[config.mk]
export PLATFORM = sky130hd
export DESIGN_NAME = cpu_seq
export DESIGN_NICKNAME = d
export VERILOG_FILES = /design/src/rtl/cpu_seq.sv
export SDC_FILE = /design/constraint.sdc
export NUM_CORES = 1
export LEC_CHECK = 0
export CORE_MARGIN = 5
export CORE_UTILIZATION = 57
export DETAILED_ROUTE_END_ITERATION = 10
export DONT_BUFFER_PORTS = 1
export GPL_TIMING_DRIVEN = 0
export HOLD_SLACK_MARGIN = 0.05
export MAX_ROUTING_LAYER = met4
export PLACE_DENSITY = 0.86
export SETUP_SLACK_MARGIN = 0.05
export SYNTH_ARGS = -nofsm -noshare
export SYNTH_HDL_FRONTEND = slang
export SYNTH_SLANG_ARGS = --single-unit
[constraint.sdc]
create_clock -name clk -period 2.7 [get_ports clk]
set_input_delay 0.27 -clock clk [delete_from_list [all_inputs] [get_ports clk]]
set_output_delay 0.27 -clock clk [all_outputs]
set_load 0.02 [all_outputs]
[src/rtl/cpu_seq.sv]
// Instruction sequencer: holds a small program and issues it to the cpu block
// over its load/s/in handshake, capturing out/N/V/Z after each instruction.
module cpu_seq #(
  parameter int DEPTH = 16,
  parameter int AW    = 4,
  parameter int TMO   = 64
) (
  input  logic          clk,
  input  logic          reset,
  input  logic          prog_we,
  input  logic [AW-1:0] prog_addr,
  input  logic [15:0]   prog_data,
  input  logic [AW:0]   prog_len,
  input  logic          start,
  input  logic          cpu_w,
  input  logic [15:0]   cpu_out,
  input  logic          cpu_N,
  input  logic          cpu_V,
  input  logic          cpu_Z,
  output logic          cpu_load,
  output logic          cpu_s,
  output logic [15:0]   cpu_in,
  output logic          busy,
  output logic          done,
  output logic          err,
  output logic [15:0]   result,
  output logic [2:0]    flags,
  output logic [AW:0]   pc
);

  localparam int TW = (TMO > 2) ? $clog2(TMO) : 1;
  localparam logic [TW-1:0] TMO_LAST = TW'(TMO - 1);

  typedef enum logic [2:0] {IDLE, LOAD, START, WLOW, WHIGH, CAPT, FIN} state_t;

  state_t        state_q, state_d;
  logic [15:0]   mem [DEPTH];
  logic [AW:0]   len_q, len_d;
  logic [AW:0]   pc_q, pc_d;
  logic [TW-1:0] tmr_q, tmr_d;
  logic          cpu_load_q, cpu_load_d;
  logic          cpu_s_q, cpu_s_d;
  logic [15:0]   cpu_in_q, cpu_in_d;
  logic          busy_q, busy_d;
  logic          done_q, done_d;
  logic          err_q, err_d;
  logic [15:0]   result_q, result_d;
  logic [2:0]    flags_q, flags_d;
  logic          tmr_exp;

  assign tmr_exp = (tmr_q == TMO_LAST);

  // Program memory is deliberately outside the reset domain.
  always_ff @(posedge clk) begin
    if (prog_we && !busy_q) begin
      mem[prog_addr] <= prog_data;
    end
  end

  always_comb begin
    state_d    = state_q;
    len_d      = len_q;
    pc_d       = pc_q;
    tmr_d      = '0;
    cpu_load_d = 1'b0;
    cpu_s_d    = 1'b0;
    cpu_in_d   = cpu_in_q;
    busy_d     = busy_q;
    done_d     = 1'b0;
    err_d      = err_q;
    result_d   = result_q;
    flags_d    = flags_q;
    case (state_q)
      IDLE: begin
        if (start) begin
          len_d = prog_len;
          pc_d  = '0;
          err_d = 1'b0;
          if (prog_len == '0) begin
            state_d = FIN;
          end else begin
            busy_d  = 1'b1;
            state_d = LOAD;
          end
        end
      end
      LOAD: begin
        if (cpu_w) begin
          cpu_load_d = 1'b1;
          cpu_in_d   = mem[pc_q[AW-1:0]];
          state_d    = START;
        end else if (tmr_exp) begin
          err_d   = 1'b1;
          state_d = FIN;
        end else begin
          tmr_d = tmr_q + 1'b1;
        end
      end
      START: begin
        cpu_s_d = 1'b1;
        state_d = WLOW;
      end
      WLOW: begin
        if (!cpu_w) begin
          state_d = WHIGH;
        end else if (tmr_exp) begin
          err_d   = 1'b1;
          state_d = FIN;
        end else begin
          tmr_d = tmr_q + 1'b1;
        end
      end
      WHIGH: begin
        if (cpu_w) begin
          state_d = CAPT;
        end else if (tmr_exp) begin
          err_d   = 1'b1;
          state_d = FIN;
        end else begin
          tmr_d = tmr_q + 1'b1;
        end
      end
      CAPT: begin
        result_d = cpu_out;
        flags_d  = {cpu_N, cpu_V, cpu_Z};
        pc_d     = pc_q + 1'b1;
        state_d  = ((pc_q + 1'b1) == len_q) ? FIN : LOAD;
      end
      FIN: begin
        done_d  = 1'b1;
        busy_d  = 1'b0;
        state_d = IDLE;
      end
      default: state_d = IDLE;
    endcase
  end

  always_ff @(posedge clk or negedge reset) begin
    if (!reset) begin
      state_q    <= IDLE;
      len_q      <= '0;
      pc_q       <= '0;
      tmr_q      <= '0;
      cpu_load_q <= 1'b0;
      cpu_s_q    <= 1'b0;
      cpu_in_q   <= '0;
      busy_q     <= 1'b0;
      done_q     <= 1'b0;
      err_q      <= 1'b0;
      result_q   <= '0;
      flags_q    <= '0;
    end else begin
      state_q    <= state_d;
      len_q      <= len_d;
      pc_q       <= pc_d;
      tmr_q      <= tmr_d;
      cpu_load_q <= cpu_load_d;
      cpu_s_q    <= cpu_s_d;
      cpu_in_q   <= cpu_in_d;
      busy_q     <= busy_d;
      done_q     <= done_d;
      err_q      <= err_d;
      result_q   <= result_d;
      flags_q    <= flags_d;
    end
  end

  assign cpu_load = cpu_load_q;
  assign cpu_s    = cpu_s_q;
  assign cpu_in   = cpu_in_q;
  assign busy     = busy_q;
  assign done     = done_q;
  assign err      = err_q;
  assign result   = result_q;
  assign flags    = flags_q;
  assign pc       = pc_q;

endmodule

==> flow_metrics.tcl <==
set metrics [dict create \
    antenna_found_initial 0 \
    hpwl_mm 19.1 \
    core_sq_um 21800 \
    synth_ff_type "edfxtp_1" \
    drv_cap 0 \
    critical_path.top_delay_family "buffers and inverters" \
    synth_cell_types 46 \
    clock_path_buffers 3 \
    routed_wl_mm 31.4 \
    place.gp.congestion 0.820 \
    end_kind "flop" \
    async_reset_ff_frac 0.187 \
    ys_seq_area_frac 0.726 \
    p_per_area_nw_per_um2 942 \
    dpl_worst_slack_ns -0.215 \
    critPathMaxFanout 10 \
    min_from "prog_len[4]" \
    tightest_slew_ns 1.15 \
    rsz0062_at_grt "false" \
    ir_drop_mv 0.708 \
    grt_pass1_wl_mm 46.9 \
    avgSynthCellArea_sq_um 16.8 \
    dr_total_vias 7428 \
    num-fill-cells 1305 \
    critical_path_buf_inv_count 2 \
    setup_violations 0 \
    syn_nets 801 \
    netlist_area_sq_um 12600 \
    syn_to_final_growth_pct 17.6 \
    final_nets 896 \
    yosysWarnings 0 \
    start_kind "flop" \
    whs_path_depth 4 \
    start_util 0.578 \
    antenna_left 0 \
    report.final.hold_viol_count 0 \
    hold_end "busy$_DFFE_PN0P_" \
    wl_per_cell_microns 27.3 \
    dieArea_sq_um 25200 \
    io_pins 94 \
    fin_ws_ns 0.161 \
    period_share 0.940 \
    slew_viol_final 0 \
    synthCells 750 \
    io_buffers 0 \
    die-width_microns 159 \
    numCtsBuffers 30 \
    n_antenna_cell 0 \
    drcViolationCount 0 \
    cts_setup_buffers 0 \
    grt_pass1_vias 7590 \
    holdWs_ns 0.107 \
    viasPerCell 6.46 \
    max_freq_mhz 394 \
    path_clk_slew_ns 0.06 \
    r2r-start "pc[2]$_DFFE_PN0P_" \
    core.rowCount 54 \
    r2r_slack_ns 0.16 \
    period_needed_ns 2.54 \
    drt-initial-drc-count 951 \
    fin_skew_ns 0.0576 \
    clk_latency_ns 0.59 \
    cp_cell_sequence "buf_2, clkbuf_1, o21ai_0, o22ai_1, nor3_1, a221o_1" \
    critical-path-max-stage-delay_ns 0.73 \
    die_y_microns 159 \
    gr-total-overflow 0 \
    p_leak_uw 0.00505 \
    path_class "reg -> reg" \
    rr_worst_depth 6 \
    hold_class "in -> reg" \
    synth_edf_count 256 \
    drive_gt1_frac 0.208 \
    grt_start_max_net_pins 60 \
    timing.slew.headroom 0.229 \
    first_pass_iters 6 \
    clockRootBuffer "clkbuf_16" \
    fin_util 0.680 \
    worst-endpoint-required_ns 3.13 \
    htreeDepth 1 \
    critPathSlowestCell "clkbuf_1" \
    status "completed" \
    clock_sinks 315 \
    reg2reg_to "cpu_in[10]$_DFFE_PN0P_" \
    cts_tree "built" \
    ys_seq_elements 315 \
    grt_use_total 0.250 \
    cp_data_arrival_time_ns 2.97 \
]
placed cells by master (no fill, tap or decap), types with 3 or more instances in the layout:
| cell type | n |
|---|---|
| buf_6 | 12 |
| mux2i_1 | 32 |
| edfxtp_1 | 256 |
| a221o_1 | 16 |
| dlygate4sd3_1 | 44 |
| nor2_1 | 20 |
| bufinv_16 | 6 |
| mux2_2 | 53 |
| mux4_2 | 22 |
| nand3_1 | 6 |
| nor2b_1 | 3 |
| o21bai_1 | 16 |
| or2_2 | 3 |
| nand2_1 | 68 |
| clkbuf_8 | 4 |
| clkbuf_1 | 27 |
| clkbuf_2 | 5 |
| xnor2_1 | 6 |
| xor2_1 | 6 |
| inv_1 | 4 |
| o22ai_1 | 16 |
| clkinv_2 | 4 |
| clkbuf_16 | 30 |
| nor2_2 | 12 |
| buf_2 | 6 |
| buf_8 | 9 |
| nor3_1 | 17 |
| buf_4 | 3 |
| a211oi_1 | 4 |
| o21ai_0 | 23 |
| nand2b_1 | 4 |
| mux4_1 | 10 |
| dfrtp_1 | 59 |
| a21oi_1 | 23 |
state kept, by name (all words and copies together) (netlist names), 3 cells and up:
| register | cells |
|---|---|
| mem | 256 |
| cpu_in | 16 |
| result | 16 |
| tmr_q | 6 |
| len_q | 5 |
| pc | 5 |
| flags | 3 |
| state_q | 3 |
where the power goes:
group / leakage, uW / switching (uW) / internal [uW]
sequential: 0.00304 / 694 / 5650
combinational: 0.00148 / 1720 / 1390
clock: 0.000524 / 1780 / 2740
cell type report:
type                            count  area (sq um)  share of cell area
Timing Repair Buffer               63           721              0.0486
Tap cell                          280           350              0.0236
Sequential cell                   315          9160               0.618
Clock inverter                     13           238              0.0160
Buffer                             40           238              0.0160
Inverter                            5          18.8             0.00126
Clock buffer                       43           840              0.0566
Multi-Input combinational cell    390          3270               0.220
cell families (layout without fill, tap and decap cells):
kind of cell | count (synthesis) | count (layout) | share of synthesized area
buffers and inverters | 45 | 164 | 0.0198
AO/OA/AOI/OAI | 107 | 107 | 0.0563
AND/OR/NAND/NOR | 151 | 151 | 0.0540
flip-flops | 315 | 315 | 0.726
XOR/XNOR | 12 | 12 | 0.00833
adder cells (fa/ha/maj) | 3 | 3 | 0.00278
multiplexers | 117 | 117 | 0.133
metrics by stage:
stage               area, sq um  total power, uW  TNS [ns]  cells
floorplan                 12600             8490         0    750
global placement          13000             9190   -103.61   1030
detailed placement        13300             9330     -2.85   1048
CTS                       14800            14000         0   1149
global route              14800            14500         0   1149
finish                    14800            14000         0   1149
timing repair:
item	4_1_cts	5_1_grt
hold buffers	45	0
hold endpoints to repair	366	0
endpoints found under the setup margin	16	22
resized for setup	3	5
worst max path at each step:
stage	start	end	slack, ns	cells after the start
after global placement	busy$_DFFE_PN0P_	mem[0][4]$_DFFE_PP_	-1.42	3
after CTS	pc[1]$_DFFE_PN0P_	cpu_in[15]$_DFFE_PN0P_	0.09	5
after detailed placement	pc[1]$_DFFE_PN0P_	cpu_in[15]$_DFFE_PN0P_	-0.21	5
after global routing	pc[2]$_DFFE_PN0P_	cpu_in[10]$_DFFE_PN0P_	0.07	6
final	pc[2]$_DFFE_PN0P_	cpu_in[10]$_DFFE_PN0P_	0.16	6
after floorplan	busy$_DFFE_PN0P_	mem[0][0]$_DFFE_PP_	0.15	3
worst min-delay path: stages:
cell     delay, ns
nor2_1        0.03
nand2_1       0.10
a21oi_1       0.10
nor2_1        0.10
Yosys cell counts (3+ instances only):
library cell | number | area (sq um)
or2_2 | 3 | 18.8
a221o_1 | 16 | 160
xnor2_1 | 6 | 52.6
edfxtp_1 | 256 | 7690
nand2_1 | 68 | 255
mux2i_1 | 32 | 320
xor2_1 | 6 | 52.6
a21oi_1 | 23 | 115
mux4_2 | 22 | 495
a211oi_1 | 4 | 30.0
nor3_1 | 21 | 105
o21bai_1 | 16 | 120
o21ai_0 | 23 | 115
mux4_1 | 10 | 263
clkbuf_1 | 23 | 86.3
buf_4 | 3 | 22.5
dfrtp_1 | 59 | 1480
nand3_1 | 6 | 30.0
inv_1 | 4 | 15.0
nor2b_1 | 3 | 18.8
mux2_2 | 53 | 597
buf_2 | 6 | 30.0
o22ai_1 | 16 | 100
buf_6 | 4 | 45.0
nand2b_1 | 4 | 25.0
nor2_1 | 32 | 120
metal layers:
layer  track usage  vias up  wire [microns]
met5             -        -               0
met4        0.0778        0            1030
met3        0.0505       88            3200
met2         0.406      538           15700
met1         0.321     3694           11500
li1              -     3108               -
(Power assumes the default switching activity.)
